`src/rtl/fifo_wr_arb.sv`:
```
// Two-requester round-robin write arbiter for the dual-clock fifo write port.
// Grants one requester at a time for a burst of 1..MAX_BURST words and drives
// wrreq/data for that burst, stalling while the FIFO reports full.
module fifo_wr_arb #(
  parameter int unsigned DATA_W    = 8,
  parameter int unsigned MAX_BURST = 16,
  parameter int unsigned LEN_W     = 5
) (
  input  logic              sys_clk,
  input  logic              sys_rst_n,
  input  logic              req0,
  input  logic              req1,
  input  logic [LEN_W-1:0]  len0,
  input  logic [LEN_W-1:0]  len1,
  input  logic [DATA_W-1:0] data0,
  input  logic [DATA_W-1:0] data1,
  output logic              gnt0,
  output logic              gnt1,
  output logic              ack0,
  output logic              ack1,
  output logic              done0,
  output logic              done1,
  input  logic              wrfull,
  output logic              wrreq,
  output logic [DATA_W-1:0] data
);

  typedef enum logic [1:0] {StIdle, StBurst, StDone} state_e;

  localparam logic [LEN_W-1:0] MaxLen = LEN_W'(MAX_BURST);
  localparam logic [LEN_W-1:0] OneLen = LEN_W'(1);

  state_e             state_q, state_d;
  logic               last_q, last_d;
  logic               sel_q, sel_d;
  logic [LEN_W-1:0]   cnt_q, cnt_d;
  logic               gnt0_q, gnt0_d;
  logic               gnt1_q, gnt1_d;
  logic               pick;

  // Zero-length bursts still move one word; oversize requests saturate.
  function automatic logic [LEN_W-1:0] clamp_len(input logic [LEN_W-1:0] l);
    if (l == '0) begin
      return OneLen;
    end else if (l > MaxLen) begin
      return MaxLen;
    end else begin
      return l;
    end
  endfunction

  // State and arbitration registers; reset drops any partial burst.
  always_ff @(posedge sys_clk or negedge sys_rst_n) begin
    if (!sys_rst_n) begin
      state_q <= StIdle;
      last_q  <= 1'b1;
      sel_q   <= 1'b0;
      cnt_q   <= '0;
      gnt0_q  <= 1'b0;
      gnt1_q  <= 1'b0;
    end else begin
      state_q <= state_d;
      last_q  <= last_d;
      sel_q   <= sel_d;
      cnt_q   <= cnt_d;
      gnt0_q  <= gnt0_d;
      gnt1_q  <= gnt1_d;
    end
  end

  // Next-state logic plus the combinational write-port outputs.
  always_comb begin
    state_d = state_q;
    last_d  = last_q;
    sel_d   = sel_q;
    cnt_d   = cnt_q;
    gnt0_d  = gnt0_q;
    gnt1_d  = gnt1_q;
    pick    = 1'b0;
    wrreq   = 1'b0;
    ack0    = 1'b0;
    ack1    = 1'b0;
    data    = '0;

    unique case (state_q)
      StIdle: begin
        if (req0 || req1) begin
          // On contention, serve whoever was not served last.
          pick    = (req0 && req1) ? ~last_q : req1;
          sel_d   = pick;
          cnt_d   = clamp_len(pick ? len1 : len0);
          gnt0_d  = ~pick;
          gnt1_d  = pick;
          state_d = StBurst;
        end
      end
      StBurst: begin
        wrreq = ~wrfull;
        data  = sel_q ? data1 : data0;
        ack0  = wrreq & ~sel_q;
        ack1  = wrreq & sel_q;
        if (wrreq) begin
          cnt_d = cnt_q - OneLen;
          if (cnt_q == OneLen) begin
            gnt0_d  = 1'b0;
            gnt1_d  = 1'b0;
            state_d = StDone;
          end
        end
      end
      StDone: begin
        last_d  = sel_q;
        state_d = StIdle;
      end
      default: begin
        state_d = StIdle;
      end
    endcase
  end

  assign gnt0  = gnt0_q;
  assign gnt1  = gnt1_q;
  assign done0 = (state_q == StDone) && !sel_q;
  assign done1 = (state_q == StDone) && sel_q;

endmodule

```
`config.mk`:
```
export PLATFORM = sky130hd
export DESIGN_NAME = fifo_wr_arb
export DESIGN_NICKNAME = d
export VERILOG_FILES = /design/src/rtl/fifo_wr_arb.sv
export SDC_FILE = /design/constraint.sdc
export NUM_CORES = 1
export LEC_CHECK = 0
export ABC_AREA = 1
export BUFFER_PORTS_ARGS = -buffer_cell sky130_fd_sc_hd__buf_2
export CAP_MARGIN = 10
export CORE_MARGIN = 4
export CORE_UTILIZATION = 47
export CTS_CLUSTER_DIAMETER = 150
export DETAILED_ROUTE_END_ITERATION = 7
export GPL_TIMING_DRIVEN = 0
export PLACE_DENSITY = 0.86
export SLEW_MARGIN = 5
export SYNTH_ARGS = -nofsm -noshare
export SYNTH_HDL_FRONTEND = slang
export SYNTH_SLANG_ARGS = --single-unit
```
`constraint.sdc`:
```
create_clock -name sys_clk -period 2.8 [get_ports sys_clk]
set_clock_uncertainty 0.15 [all_clocks]
set_input_delay 0.7 -clock sys_clk [delete_from_list [all_inputs] [get_ports sys_clk]]
set_output_delay 0.7 -clock sys_clk [all_outputs]
set_load 0.01 [all_outputs]
```
== After elaboration in Yosys (flattened, before gate mapping) ==
Cells that the tools add are included.
Storage, ports and cells
  register bits: 11
  output and inout bits: 15
  logic and storage cells: 54
  bits of input ports: 31
Cells by class
  order comparisons: 1
  muxes and demuxes: 22
  bitwise operators: 6
  add/subtract/negate cells: 1
  reduce and logical (&&, ||, !) cells: 12
  eq/ne operators: 6
Operators with widths (count)
  $mux W5: 5
  $mux W8: 2
  $pmux W5 S2: 1
  $mux W1: 8
  $mux W2: 3
  $ne A2 B2 Y1 const B: 3
  $reduce_and A3 Y1: 2
  $eq A5 B1 Y1 const B: 1
  $gt A5 B5 Y1 const B: 1
  $logic_not A5 Y1: 1
  $sub A5 B1 Y5 const B: 1
  $not A1 Y1: 4
  $pmux W1 S2: 2
  $pmux W2 S2: 1
  $reduce_and A4 Y1: 1
  $logic_and A1 B1 Y1: 3
  $and A1 B1 Y1: 2
  $eq A2 B1 Y1 const B: 1
  $eq A2 B2 Y1 const B: 1
  $logic_not A2 Y1: 1
  $reduce_and A2 Y1: 1
  $reduce_bool A2 Y1: 1
  $logic_not A1 Y1: 1
  $logic_or A1 B1 Y1: 1

== Longest topological paths before layout ==
  depth after elaboration: 8
  gate-level depth with buffers: 9
  gate-level depth less buffers: 9

== Worst setup path before layout ==
No wires, ideal clock.
  path kind: reg2out
  start: register state_q[1]
  end: output data[0]
  arrival: 1010 ps
  stages on the path, launching flop included: 5
  path slack: 940 ps
  buffers on the path: 1
  required time: 1950 ps
  cells stage by stage: dfrtp_1 nor2_4 inv_2 buf_2 a21oi_1
Between the ends
  cells in the longest elaborated chain, start to end: 2
RTL lines
  from (decl): RTL line 33  | state_e state_q, state_d;
  from (signal assigned): RTL line 55  | state_q <= StIdle;
  from (signal assigned): RTL line 62  | state_q <= state_d;
  $eq A2 B1 Y1: RTL line 85  | unique case (state_q)
  $mux W8: RTL line 85
  to (decl): RTL line 25  | output logic [DATA_W-1:0] data
Every way passes these cells.

== Worst setup path after layout ==
  start: register state_q[1]
  end: output data[1]
Same word-level chain as after synthesis.

==> flow_summary_export.csv <==
group,metric,value,unit
finish,n_antenna_cell,0,
worst_setup_path,reg2reg_depth,9,
worst_hold_path,hold_path_class,"input port to async pin",
worst_setup_path,worst_setup_path_end_kind,"output port",
finish,final_cell_mix,"buf_2 (46), nand2_1 (45), inv_1 (16), a21oi_1 (13), nor2_1 (13)",
detailed_routing,drt-total-wl,2.35,mm
power_and_ir_drop,p_int,0.564,mW
logic_synthesis,synthesis.nets,170,
timing,setup_viol,0,
logic_synthesis,synth_cell_type_count,24,
cts,clk_latency,270,ps
power_and_ir_drop,swShare,0.504,
grt,antenna_found_initial,0,
detailed_routing,vias,1019,
logic_synthesis,synthTopCellsByArea,"dfrtp_1 (29%), nand2_1 (19%), a21oi_1 (7.5%), inv_1 (6.9%), nor2_1 (5.6%)",
power_and_ir_drop,p_seq_frac,0.267,
timing,fmax,431,MHz
power_and_ir_drop,power_frac_clock,0.098,
logic_synthesis,synth_top_family_by_area,"simple AND/OR/NAND/NOR gates",
detailed_routing,viasPerCell,4.83,
detailed_routing,drcViolationCount,0,
die,core_area,0.00175,sq mm
die,start_util,0.500,
logic_synthesis,synthesis.area,872,sq um
die,die_x,51.1,um
cts,post_cts_resized,0,
logic_synthesis,synth-adder-area-share,0.0287,
logic_synthesis,synth_compound_area_frac,0.159,
detailed_routing,first_pass_iters,4,
timing,hold_viol,0,
power_and_ir_drop,power_density,984,mW/mm^2
worst_setup_path,cp_max_fo,10,
logic_synthesis,synthSimpleGateAreaFrac,0.367,
logic_synthesis,synth.largest_area_cell,"dfrtp_1",
worst_setup_path,cp.arrival,1470,ps
power_and_ir_drop,p_comb_frac,0.635,
placement,io_buffers,45,
cts,clk_pin_slew,80,ps
worst_setup_path,cpMaxStageDelayCell,"dfrtp_1",
timing,finalCriticalPeriod,2320,ps
die,die_height,51.1,um
placement,gp_congestion,0.839,
power_and_ir_drop,total_power,1.14,mW
logic_synthesis,yosysSeqAreaShare,0.317,
logic_synthesis,synth.top_cell.area_share,0.287,
finish,multi_input_area,502,sq um
cts,htree_levels,1,
timing,max_slew_margin,0.755,
power_and_ir_drop,p_switching,0.572,mW
grt,grt_pass1_vias,994,
flow_run,cap_viol_max_count,0,
worst_setup_path,slowest_delay,430,ps
logic_synthesis,synthXorXnorAreaFrac,0.0201,
finish,drive_gt1_frac,0.344,
cts,cts_made_buffers,3,
grt,grt_first_pass_wirelength,4.18,mm
worst_setup_path,cp-start-kind,"register",
placement,dp_hpwl,1.99,mm
worst_setup_path,cp_data_required_time,1950,ps
timing,fin_crit_sh,0.829,
die,die_area,0.00261,sq mm
cts,cts_buffer_depth,2,
timing,setup_tns,0,ps
worst_setup_path,path_common_cell,"buf_2",
timing,drv_slew,0,
worst_setup_path,worstSetupPathType,"register to output port",
logic_synthesis,ys_seq_elements,11,
finish,syn2layout_area_growth,32.4,%
timing,worstMarginPinSlew,368,ps
worst_setup_path,worstPathCellList,"nor2_4 -> inv_2 -> buf_2 -> a21oi_1 -> buf_2",
grt,grt_overflow,0,
cts,cts-root-buf,"clkbuf_4",
grt,grt_max_degree,12,
cts,cts.sinks,11,
logic_synthesis,synth_area_per_cell,6.37,sq um
grt,grt_use_total,0.211,
detailed_routing,wl_per_cell,11.1,um
logic_synthesis,ys_warn_count,0,
logic_synthesis,synth_mux_area_frac,0,
finish,final_net_count,220,
logic_synthesis,synth_cells,137,
outcome,status,"finished clean",
detailed_routing,drt-initial-drc-count,14,
die,top_level_ports,46,
die,num_rows,15,
cts,cts_tree,"done",
cts,post_cts_buffers,0,
power_and_ir_drop,vdd_ir_drop_max,0.503,mV
cts,hold_buffers,0,
finish,fillers,168,
power_and_ir_drop,p_leak,0.686,nW
timing,rsz0062_at_grt,"no",
finish,regArea,277,sq um
detailed_routing,ant_nets,0,
finish,layout_commonest_cell,"buf_2",
## cell type report
class | count | area share
sequential | 11 | 0.239
tap | 25 | 0.0271
buffer | 3 | 0.0108
clock buffer | 4 | 0.0228
inverter | 21 | 0.0704
multi-input combinational | 102 | 0.434
timing repair buffer | 45 | 0.195
## cell usage after synthesis
cell type,number
nand2_1,45
inv_1,16
a21oi_1,13
nor2_1,13
dfrtp_1,10
nand3_1,6
o21ai_0,6
inv_2,4
clkbuf_1,2
ha_1,2
nand2_2,2
nand3b_1,2
nor2_4,2
nor3_1,2
o21ai_1,2
o21ai_2,2
buf_2,1
dfstp_2,1
inv_4,1
nor2_2,1
o21ai_4,1
or2_2,1
xnor2_1,1
xor2_1,1
## routing by layer
metal | routed length [um] | vias to the layer above | track usage
met5 | 0 | - | 0
met4 | 23 | 0 | 0.0673
met3 | 111 | 2 | 0.0408
met2 | 1280 | 28 | 0.386
li1 | - | 526 | -
met1 | 931 | 463 | 0.242
## worst paths after layout
check                           slack, ps       end        from
worst max register to register       1230  cnt_q[3]      last_q
worst min-delay path                  140  cnt_q[0]   sys_rst_n
worst min register to register        340      gnt1        gnt1
worst max-delay path                  480   data[1]  state_q[1]
max in group asynchronous            2090    last_q   sys_rst_n
min in group sys_clk                  340      gnt1        gnt1
## sequential cells by signal, indices dropped and copies added, names as in the netlist
signal   flops
sel_q        1
last_q       1
gnt1         1
gnt0         1
state_q      2
cnt_q        5
## worst max-delay path: cells and delay by family, from the launching register on
kind / cells / cell delay (ps)
buffers and inverters: 3 / 450
AOI/OAI and AO/OA: 1 / 150
DFF: 1 / 430
and+or+nand+nor: 1 / 170
## logic make-up (layout without fill, tap and decap cells)
logic type	Yosys count	in the layout
AOI/OAI and AO/OA	24	24
xor gates and xnor gates	2	2
adders and majority gates	2	2
buffers and inverters	24	73
DFF	11	11
and+or+nand+nor	74	74
## metrics by stage
step	area (sq um)	hold WS [ps]	util	instances	worst slack, ps
2_1_floorplan	872	254	-	137	940
3_3_place_gp	1130	301	0.647	207	796
3_5_place_dp	1130	324	0.647	207	756
4_1_cts	1150	148	0.662	211	464
5_1_grt	1150	136	0.662	211	323
6_report	1150	137	0.662	211	480
## power groups by stage
stage / clock [mW] / sequential, mW / combinational [mW]
finish: 0.112 / 0.303 / 0.721
detailed placement: 0 / 0.306 / 0.724
floorplan: 0 / 0.301 / 0.518
global route: 0.122 / 0.314 / 0.831
global placement: 0 / 0.301 / 0.691
CTS: 0.111 / 0.303 / 0.727
No activity file was read; power rests on OpenSTA's default activity.
